[src/rtl/fetch_stage.sv]
// Instruction-fetch stage: owns the PC, drives the instruction memory address and
// captures the returned instruction into the IF/ID register for decode.
module fetch_stage #(
    parameter int                  PC_WIDTH    = 16,
    parameter int                  INSTR_WIDTH = 16,
    parameter logic [PC_WIDTH-1:0] RESET_PC    = '0,
    parameter int                  PC_STEP     = 2
) (
    input  logic                   clk,
    input  logic                   rst,
    output logic [PC_WIDTH-1:0]    pc_out,
    input  logic [INSTR_WIDTH-1:0] instr_in,
    input  logic                   stall,
    input  logic                   redirect_valid,
    input  logic [PC_WIDTH-1:0]    redirect_target,
    input  logic                   halt_req,
    output logic                   ifid_valid,
    output logic [INSTR_WIDTH-1:0] ifid_instr,
    output logic [PC_WIDTH-1:0]    ifid_pc,
    output logic [PC_WIDTH-1:0]    ifid_pc_next,
    output logic                   halted,
    output logic [15:0]            fetch_count
);

    typedef enum logic {
        RUN    = 1'b0,
        HALTED = 1'b1
    } fetchState_e;

    localparam logic [PC_WIDTH-1:0] STEP = PC_WIDTH'(PC_STEP);

    fetchState_e            state_q;
    logic [PC_WIDTH-1:0]    pc_q;
    logic                   ifidValid_q;
    logic [INSTR_WIDTH-1:0] ifidInstr_q;
    logic [PC_WIDTH-1:0]    ifidPc_q;
    logic [PC_WIDTH-1:0]    ifidPcNext_q;
    logic                   halted_q;
    logic [15:0]            fetchCount_q;

    logic [PC_WIDTH-1:0]    pcPlusStep_d;
    logic [PC_WIDTH-1:0]    alignedTarget_d;

    // Odd redirect targets are forced onto an instruction boundary.
    assign alignedTarget_d = redirect_target & ~PC_WIDTH'(1);
    assign pcPlusStep_d    = pc_q + STEP;

    always_ff @(posedge clk) begin
        if (rst) begin
            state_q      <= RUN;
            pc_q         <= RESET_PC;
            ifidValid_q  <= 1'b0;
            ifidInstr_q  <= '0;
            ifidPc_q     <= '0;
            ifidPcNext_q <= '0;
            halted_q     <= 1'b0;
            fetchCount_q <= '0;
        end else begin
            // A valid IF/ID entry is consumed when decode takes it and no flush kills it.
            if (ifidValid_q && !stall && !redirect_valid) begin
                fetchCount_q <= fetchCount_q + 16'd1;
            end

            case (state_q)
                RUN: begin
                    if (redirect_valid) begin
                        pc_q        <= alignedTarget_d;
                        ifidValid_q <= 1'b0;
                        ifidInstr_q <= '0;
                    end else if (halt_req) begin
                        state_q     <= HALTED;
                        halted_q    <= 1'b1;
                        ifidValid_q <= 1'b0;
                    end else if (!stall) begin
                        pc_q         <= pcPlusStep_d;
                        ifidValid_q  <= 1'b1;
                        ifidInstr_q  <= instr_in;
                        ifidPc_q     <= pc_q;
                        ifidPcNext_q <= pcPlusStep_d;
                    end
                end
                HALTED: begin
                    if (redirect_valid) begin
                        pc_q     <= alignedTarget_d;
                        state_q  <= RUN;
                        halted_q <= 1'b0;
                    end
                end
                default: begin
                    state_q <= RUN;
                end
            endcase
        end
    end

    assign pc_out       = pc_q;
    assign ifid_valid   = ifidValid_q;
    assign ifid_instr   = ifidInstr_q;
    assign ifid_pc      = ifidPc_q;
    assign ifid_pc_next = ifidPcNext_q;
    assign halted       = halted_q;
    assign fetch_count  = fetchCount_q;

endmodule

[config.mk]
export PLATFORM = sky130hd
export DESIGN_NAME = fetch_stage
export DESIGN_NICKNAME = d
export VERILOG_FILES = /design/src/rtl/fetch_stage.sv
export SDC_FILE = /design/constraint.sdc
export NUM_CORES = 1
export LEC_CHECK = 0
export CAP_MARGIN = 20
export CORE_ASPECT_RATIO = 0.6
export CORE_MARGIN = 1
export CORE_UTILIZATION = 51
export CTS_BUF_LIST = sky130_fd_sc_hd__clkbuf_2
export CTS_CLUSTER_DIAMETER = 200
export DETAILED_ROUTE_END_ITERATION = 10
export PLACE_DENSITY = 0.86
export SYNTH_ARGS = -nofsm -noshare
export SYNTH_HDL_FRONTEND = slang
export SYNTH_SLANG_ARGS = --single-unit
[constraint.sdc]
create_clock -name clk -period 2.7 [get_ports clk]
set_input_delay 0.405 -clock clk [delete_from_list [all_inputs] [get_ports clk]]
set_output_delay 0.405 -clock clk [all_outputs]
set_load 0.05 [all_outputs]
# Word-level counts from Yosys, hierarchy flattened
# Cells that the tools add are included.
totals:
  regBits: 83
  elab_cells: 50
classes:
  addsub: 2
  eq_ne: 8
  muxes: 19
  n_bitwise: 4
  n_reduce_logical: 9
ops:
  columns: ["operator", "n"]
  rows:
  - ["$mux 16", 7]
  - ["$pmux 16 s2", 1]
  - ["$add 16x1->16 const B", 1]
  - ["$add 16x2->16 const B", 1]
  - ["$mux 1", 9]
  - ["$reduce_and 3->1", 3]
  - ["$ne 2x2->1 const B", 4]
  - ["$ne 3x3->1 const B", 2]
  - ["$not 1->1", 4]
  - ["$pmux 1 s2", 2]
  - ["$reduce_and 4->1", 1]
  - ["$ne 3x1->1 const B", 1]
  - ["$logic_and 1x1->1", 2]
  - ["$logic_not 1->1", 2]
  - ["$ne 2x1->1 const B", 1]
  - ["$reduce_and 2->1", 1]

# Logic depth before layout (Yosys ltp)
# Gate-level depths: netlist (run 1).
depth:
  word_depth: 5
  ltp_mapped: 7

# Worst setup path after synthesis (run 1)
# OpenSTA, ideal clock, no wires.
synth_path:
  kind: "flip-flop to flip-flop"
  start: "register pc_q[1], in the netlist pc_out[1]"
  end: "register pc_q[13], in the netlist pc_out[13]"
  t_arrival_ns: 2.053
  slack_ns: 0.560
  stages_incl_launch_ff: 6
  path_buffers: 0
  period_less_slack_ns: 2.140
  path_cell_list: "dfxtp_1 > ha_1 > nand3_1 > or4_4 > o31a_1 > o31ai_1"
synth_between:
  elab_chain_len: 5
synth_rtl:
  columns: ["element", "line", "rtl"]
  rows:
  - ["start: declaration", "33", "logic [PC_WIDTH-1:0] pc_q;"]
  - ["start signal: assignment", "67", "pc_q <= alignedTarget_d;"]
  - ["start signal: assignment", "75", "pc_q <= pcPlusStep_d;"]
  - ["start signal: assignment", "84", "pc_q <= alignedTarget_d;"]
  - ["$add 16x2->16", "46", "assign pcPlusStep_d = pc_q + STEP;"]
  - ["$mux 16", "74", "end else if (!stall) begin"]
  - ["$mux 16", "70", "end else if (halt_req) begin"]
  - ["$mux 16", "66", "if (redirect_valid) begin"]
  - ["$pmux 16 s2", "64", "case (state_q)"]
# No other way between the ends. The select of a mux whose other input is x is not followed.
# A chain may end at the register's enable or synchronous reset.

# Final worst setup path (run 1)
layout_path:
  start: "register pc_q[3], in the netlist pc_out[3]"
  end: "output pc_out[3]"
layout_lines:
  columns: ["element", "line", "rtl"]
  rows:
  - ["end: declaration", "11", "output logic [PC_WIDTH-1:0] pc_out,"]
# No word-level cell between the ends.

==> impl_metrics.toml, run 1 <==
[cells_and_area]
syn_to_final_growth_pct = 35.7
drive_gt1_frac = 0.0822
fin_util = 0.726
regArea_um2 = 1600
multi_input_area_um2 = 1830
diodes = 0
final_common_cell = "clkdlybuf4s50_1"
fill_cells = 496
nets = 569
layout_common_cells = "113 x clkdlybuf4s50_1, 80 x dfxtp_1, 60 x nor2_1"
fin_area_um2 = 4910

[grt]
grt_start_max_net_pins = 41
antenna_found_initial = 0
use_met3 = 0.119
track_usage = 0.276
top_usage_layer = "met2"
first_global_vias = 3273
met1_usage = 0.352
met2_usage = 0.436
grt-ovfl-total = 0
grt_pass1_wl_um = 16100

[place]
dp_hpwl_um = 7010
dp_slack_ps = 296
gp_congestion = 0.842
portBuffers = 114
place_area_um2 = 4800

[power]
p_leak_nw = 1.63
comb_power_share = 0.187
power_frac_clock = 0.269
power.density_nw_per_um2 = 477
power.internal_w = 0.00161
seqPwrFrac = 0.544
sw_frac_of_total = 0.313
peakVddDrop_v = 0.000304
power.switching_w = 0.000733

[sta]
worst_slack_ps = 234
setup_viol = 0
finalMaxSlewViolations = 0
hold_viol = 0
fin_crit_ps = 2470
finalSetupTns_ps = 0
rsz0062_at_grt = "no"
timing.final.crit_share = 0.913
worst_slew_pin_slew_ps = 672
fmax_mhz = 406
fin_skew_ps = 36.3
slew_headroom = 0.552

[drt]
num_vias = 3508
drc = 0
drt_pass1_iterations = 5
wl_um = 9840
postRouteAntennaNets = 0
vias_per_cell = 5.64
drt_iter0_drc = 311
routedWlPerCell_um = 15.8

[clock_tree]
numClockSinks = 80
cts_tree = "built"
cts_hold_buf = 0
cts_buffers = 9
h-tree-depth = 3
clkLatencyLatePin_ps = 520
post-cts-setup-buffers = 0
cts-root-buf = "clkbuf_2"
cts.clk_slew.worst_paths_ps = 210
cts_buffer_depth = 2
cts_resized = 0

[logic_synthesis]
yosys_warnings = 0
synthFlopType = "dfxtp_1"
syn-instance-count = 429
synth_seq_area_share = 0.443
async_flop_share = 0
ys_seq_elements = 80
syn_area_um2 = 3620
avgSynthCellArea_um2 = 8.43
synth_edf_count = 0
synth.distinct_cells = 59

[worst_setup_path]
endpoint_kind = "output port"
arrival_ps = 2060
crit_path_top_delay_cell = "clkdlybuf4s50_1"
path_delay_family = "buffers and inverters"
crit_type = "register to output port"
worstPathCellList = "clkdlybuf4s50_1"
crit_buf_inv = 1
start_kind = "register"
crit_fanout = 11
cp.required_ps = 2300
cpPeakStageDelay_ps = 890

[job]
maxCapViolations = 0

[floorplan]
row_count = 23
chipHeight_um = 67.2
core-area_um2 = 6760
start_util = 0.535
ioPinCount = 119
die_w_um = 111
die_area_um2 = 7440

[worst_hold_path]
min_path_type = "input pin to register"

[run_status]
status = "complete, no violations"
==> power by group through the flow <==
| stage | Clock [W] | Sequential [W] | Combinational [W] |
|---|---|---|---|
| detailed placement | 0 | 0.00130 | 0.000435 |
| global placement | 0 | 0.00129 | 0.000427 |
| CTS | 0.000645 | 0.00127 | 0.000438 |
| global route | 0.000696 | 0.00128 | 0.000466 |
| finish | 0.000629 | 0.00127 | 0.000437 |
| floorplan | 0 | 0.00140 | 0.000171 |
==> area by class of cell <==
type | count | share of cell area
Inverter | 3 | 0.00229
Tap cell | 87 | 0.0222
Multi-Input combinational cell | 309 | 0.372
Timing Repair Buffer | 127 | 0.254
Sequential cell | 80 | 0.326
Clock buffer | 11 | 0.0112
Clock inverter | 5 | 0.0117
==> Yosys cell counts, drive strengths merged, types with 2 or more instances <==
cell type / number / area share
nand2: 57 / 0.059
clkbuf: 19 / 0.020
or3: 6 / 0.012
o41ai: 2 / 0.0048
inv: 3 / 0.0031
nor3: 9 / 0.014
ha: 2 / 0.0069
dfxtp: 80 / 0.44
and3: 5 / 0.0086
or4: 4 / 0.0093
nand4: 9 / 0.020
nand3: 9 / 0.014
xnor2: 15 / 0.036
o21ai: 13 / 0.018
a311oi: 3 / 0.0090
nor4: 7 / 0.014
xor2: 9 / 0.022
nor3b: 3 / 0.0093
buf: 20 / 0.033
o31ai: 5 / 0.010
a22oi: 18 / 0.037
and4: 4 / 0.010
a211oi: 14 / 0.032
nor2: 60 / 0.062
a21oi: 31 / 0.043
mux2i: 2 / 0.0055
==> cells by family after synthesis <==
group | after synthesis | synth area share
simple gates | 181 | 0.249
compound gates | 96 | 0.178
flops | 80 | 0.443
buf+inv | 42 | 0.0557
xor+xnor | 24 | 0.0581
mux | 3 | 0.00865
fa+ha+maj | 2 | 0.00692
other cells | 1 | 0.00104
==> routing by layer <==
layer,up-vias,part of all wire
met5,-,0
met4,0,0.0079
met3,8,0.11
met2,162,0.45
met1,1625,0.44
li1,1713,-
==> state kept, by name (all words and copies together) (netlist names) <==
signal / count
ifid_valid: 1
state_q: 1
ifid_pc_next: 15
ifid_instr: 16
fetch_count: 16
halted: 1
ifid_pc: 15
pc_out: 15
==> metrics by stage <==
step | power, W | hold WS [ps] | cells
after global routing | 0.00244 | 336 | 622
final | 0.00234 | 404 | 622
after global placement | 0.00172 | 443 | 606
after CTS | 0.00236 | 358 | 622
after floorplan | 0.00157 | 550 | 431
after detailed placement | 0.00173 | 447 | 606
==> worst paths after layout <==
check | cells past startpoint | slack [ps] | startpoint | endpoint
worst max-delay path | 1 | 230 | pc_out[3]$_SDFFE_PP0P_ | pc_out[3]
worst min-delay path | 2 | 400 | rst | fetch_count[12]$_SDFFE_PP0P_
worst max register to register | 6 | 490 | pc_out[1]$_SDFFE_PP0P_ | pc_out[15]$_SDFFE_PP0P_
worst min register to register | 2 | 470 | ifid_pc[3]$_SDFFE_PP0P_ | ifid_pc[3]$_SDFFE_PP0P_
(Power assumes the default switching activity.)
==> run 2, diff against run 1 <==
- CAP_MARGIN: 20 -> default
==> results of run 2 <==
Same layout as run 1: the final DEF is identical, and so are final timing and power.
==> run 3, diff against run 2 <==
- GPL_TIMING_DRIVEN: default -> 0
==> impl_metrics.toml, run 3 (synthesis gave the netlist of run 1 again) <==
[run_status]
status = "complete, no violations"

[cells_and_area]
final_common_cell = "clkdlybuf4s50_1"
nets = 593
fin_area_um2 = 4960
drive_gt1_frac = 0.0860
layout_common_cells = "112 x clkdlybuf4s50_1, 80 x dfxtp_1, 60 x nor2_1"
fill_cells = 553
diodes = 0
syn_to_final_growth_pct = 37.2

[sta]
fin_skew_ps = 32.7
finalSetupTns_ps = 0
whs_ps = 143
worst_slew_pin_slew_ps = 810
fmax_mhz = 425
setup_viol = 0
hold_viol = 0
worst_slack_ps = 346
finalMaxSlewViolations = 0
slew_headroom = 0.455
rsz0062_at_grt = "no"
fin_crit_ps = 2350
timing.final.crit_share = 0.872

[worst_hold_path]
min_path_type = "input pin to register"
min_delay_path_depth = 3

[power]
sw_frac_of_total = 0.319
fin_total_pwr_w = 0.00236
power_frac_clock = 0.268
seqPwrFrac = 0.532
p_leak_nw = 1.68
power.switching_w = 0.000753
power.internal_w = 0.00161
peakVddDrop_v = 0.000289
power.density_nw_per_um2 = 475
comb_power_share = 0.200

[clock_tree]
cts-root-buf = "clkbuf_2"
cts_buffer_depth = 2
post-cts-setup-buffers = 0
clkLatencyLatePin_ps = 550
h-tree-depth = 3
cts_hold_buf = 0
numClockSinks = 80
cts.clk_slew.worst_paths_ps = 200
cts_tree = "built"
cts_buffers = 9
cts_resized = 0

[worst_setup_path]
crit_buf_inv = 1
crit_path_top_delay_cell = "clkdlybuf4s50_1"
arrival_ps = 1950
timing.rr.end = "ifid_pc_next[15]$_SDFFE_PP0P_"
cpPeakStageDelay_ps = 870
start_kind = "register"
crit_fanout = 7
endpoint = "pc_out[7]"
endpoint_kind = "output port"
reg2reg_slack_ps = 410
crit_type = "register to output port"
path_delay_family = "buffers and inverters"
startpoint = "pc_out[7]$_SDFFE_PP0P_"
cp.required_ps = 2300
r2r-start = "pc_out[1]$_SDFFE_PP0P_"
worstPathCellList = "clkdlybuf4s50_1"
rr_worst_depth = 5
crit_cells = 1

[floorplan]
die_w_um = 111
ioPinCount = 119
row_count = 23
chipHeight_um = 67.2
start_util = 0.535
core-area_um2 = 6760
die_area_um2 = 7440

[drt]
drt_pass1_iterations = 5
routedWlPerCell_um = 16.4
vias_per_cell = 5.74
postRouteAntennaNets = 0
drc = 0
num_vias = 3700
wl_um = 10600
drt_iter0_drc = 389

[grt]
grt_start_max_net_pins = 14
antenna_found_initial = 0
grt-ovfl-total = 0
first_global_vias = 3446
track_usage = 0.289
grt_pass1_wl_um = 16800

[place]
gp_congestion = 0.928
portBuffers = 112
place_area_um2 = 4850
dp_hpwl_um = 7810
dp_slack_ps = 130

[job]
maxCapViolations = 0
## run 3: layer usage
metal | global-route usage | vias up | wire, um
li1 | - | 1754 | -
met1 | 0.386 | 1743 | 4890
met2 | 0.453 | 182 | 4490
met3 | 0.0844 | 21 | 1030
met4 | 0.0967 | 0 | 162
met5 | 0 | - | 0
## run 3: worst min-delay path by stage
stage / end / from
after floorplan: pc_out[1]$_SDFFE_PP0P_ / redirect_target[1]
after global placement: ifid_pc[11]$_SDFFE_PP0P_ / ifid_pc[11]$_SDFFE_PP0P_
after detailed placement: ifid_pc[7]$_SDFFE_PP0P_ / ifid_pc[7]$_SDFFE_PP0P_
after CTS: state_q$_SDFF_PP0_ / halt_req
after global routing: state_q$_SDFF_PP0_ / halt_req
final: state_q$_SDFF_PP0_ / halt_req
## run 3: power groups by stage
stage,clock [W],combinational [W],sequential [W]
final,0.000632,0.000473,0.00125
after global routing,0.000682,0.000500,0.00126
after CTS,0.000638,0.000469,0.00125
after detailed placement,0,0.000467,0.00128
after global placement,0,0.000460,0.00127
after floorplan,0,0.000171,0.00140
## run 3: final cells by class
cell class                 instances  area [um2]  area share
clock inverter                     5        57.6      0.0116
buffer                            39         190      0.0383
inverter                           3        11.3     0.00227
tap                               87         109      0.0219
multi-input combinational        309        1820       0.367
sequential                        80        1600       0.323
timing repair buffer             112        1120       0.226
clock buffer                      10        50.0      0.0101
## run 3: per-stage QoR
stage                     utilization  std cells
after global routing            0.734        645
after CTS                       0.734        645
after detailed placement        0.718        630
after floorplan                     -        431
final                           0.734        645
after global placement          0.718        630
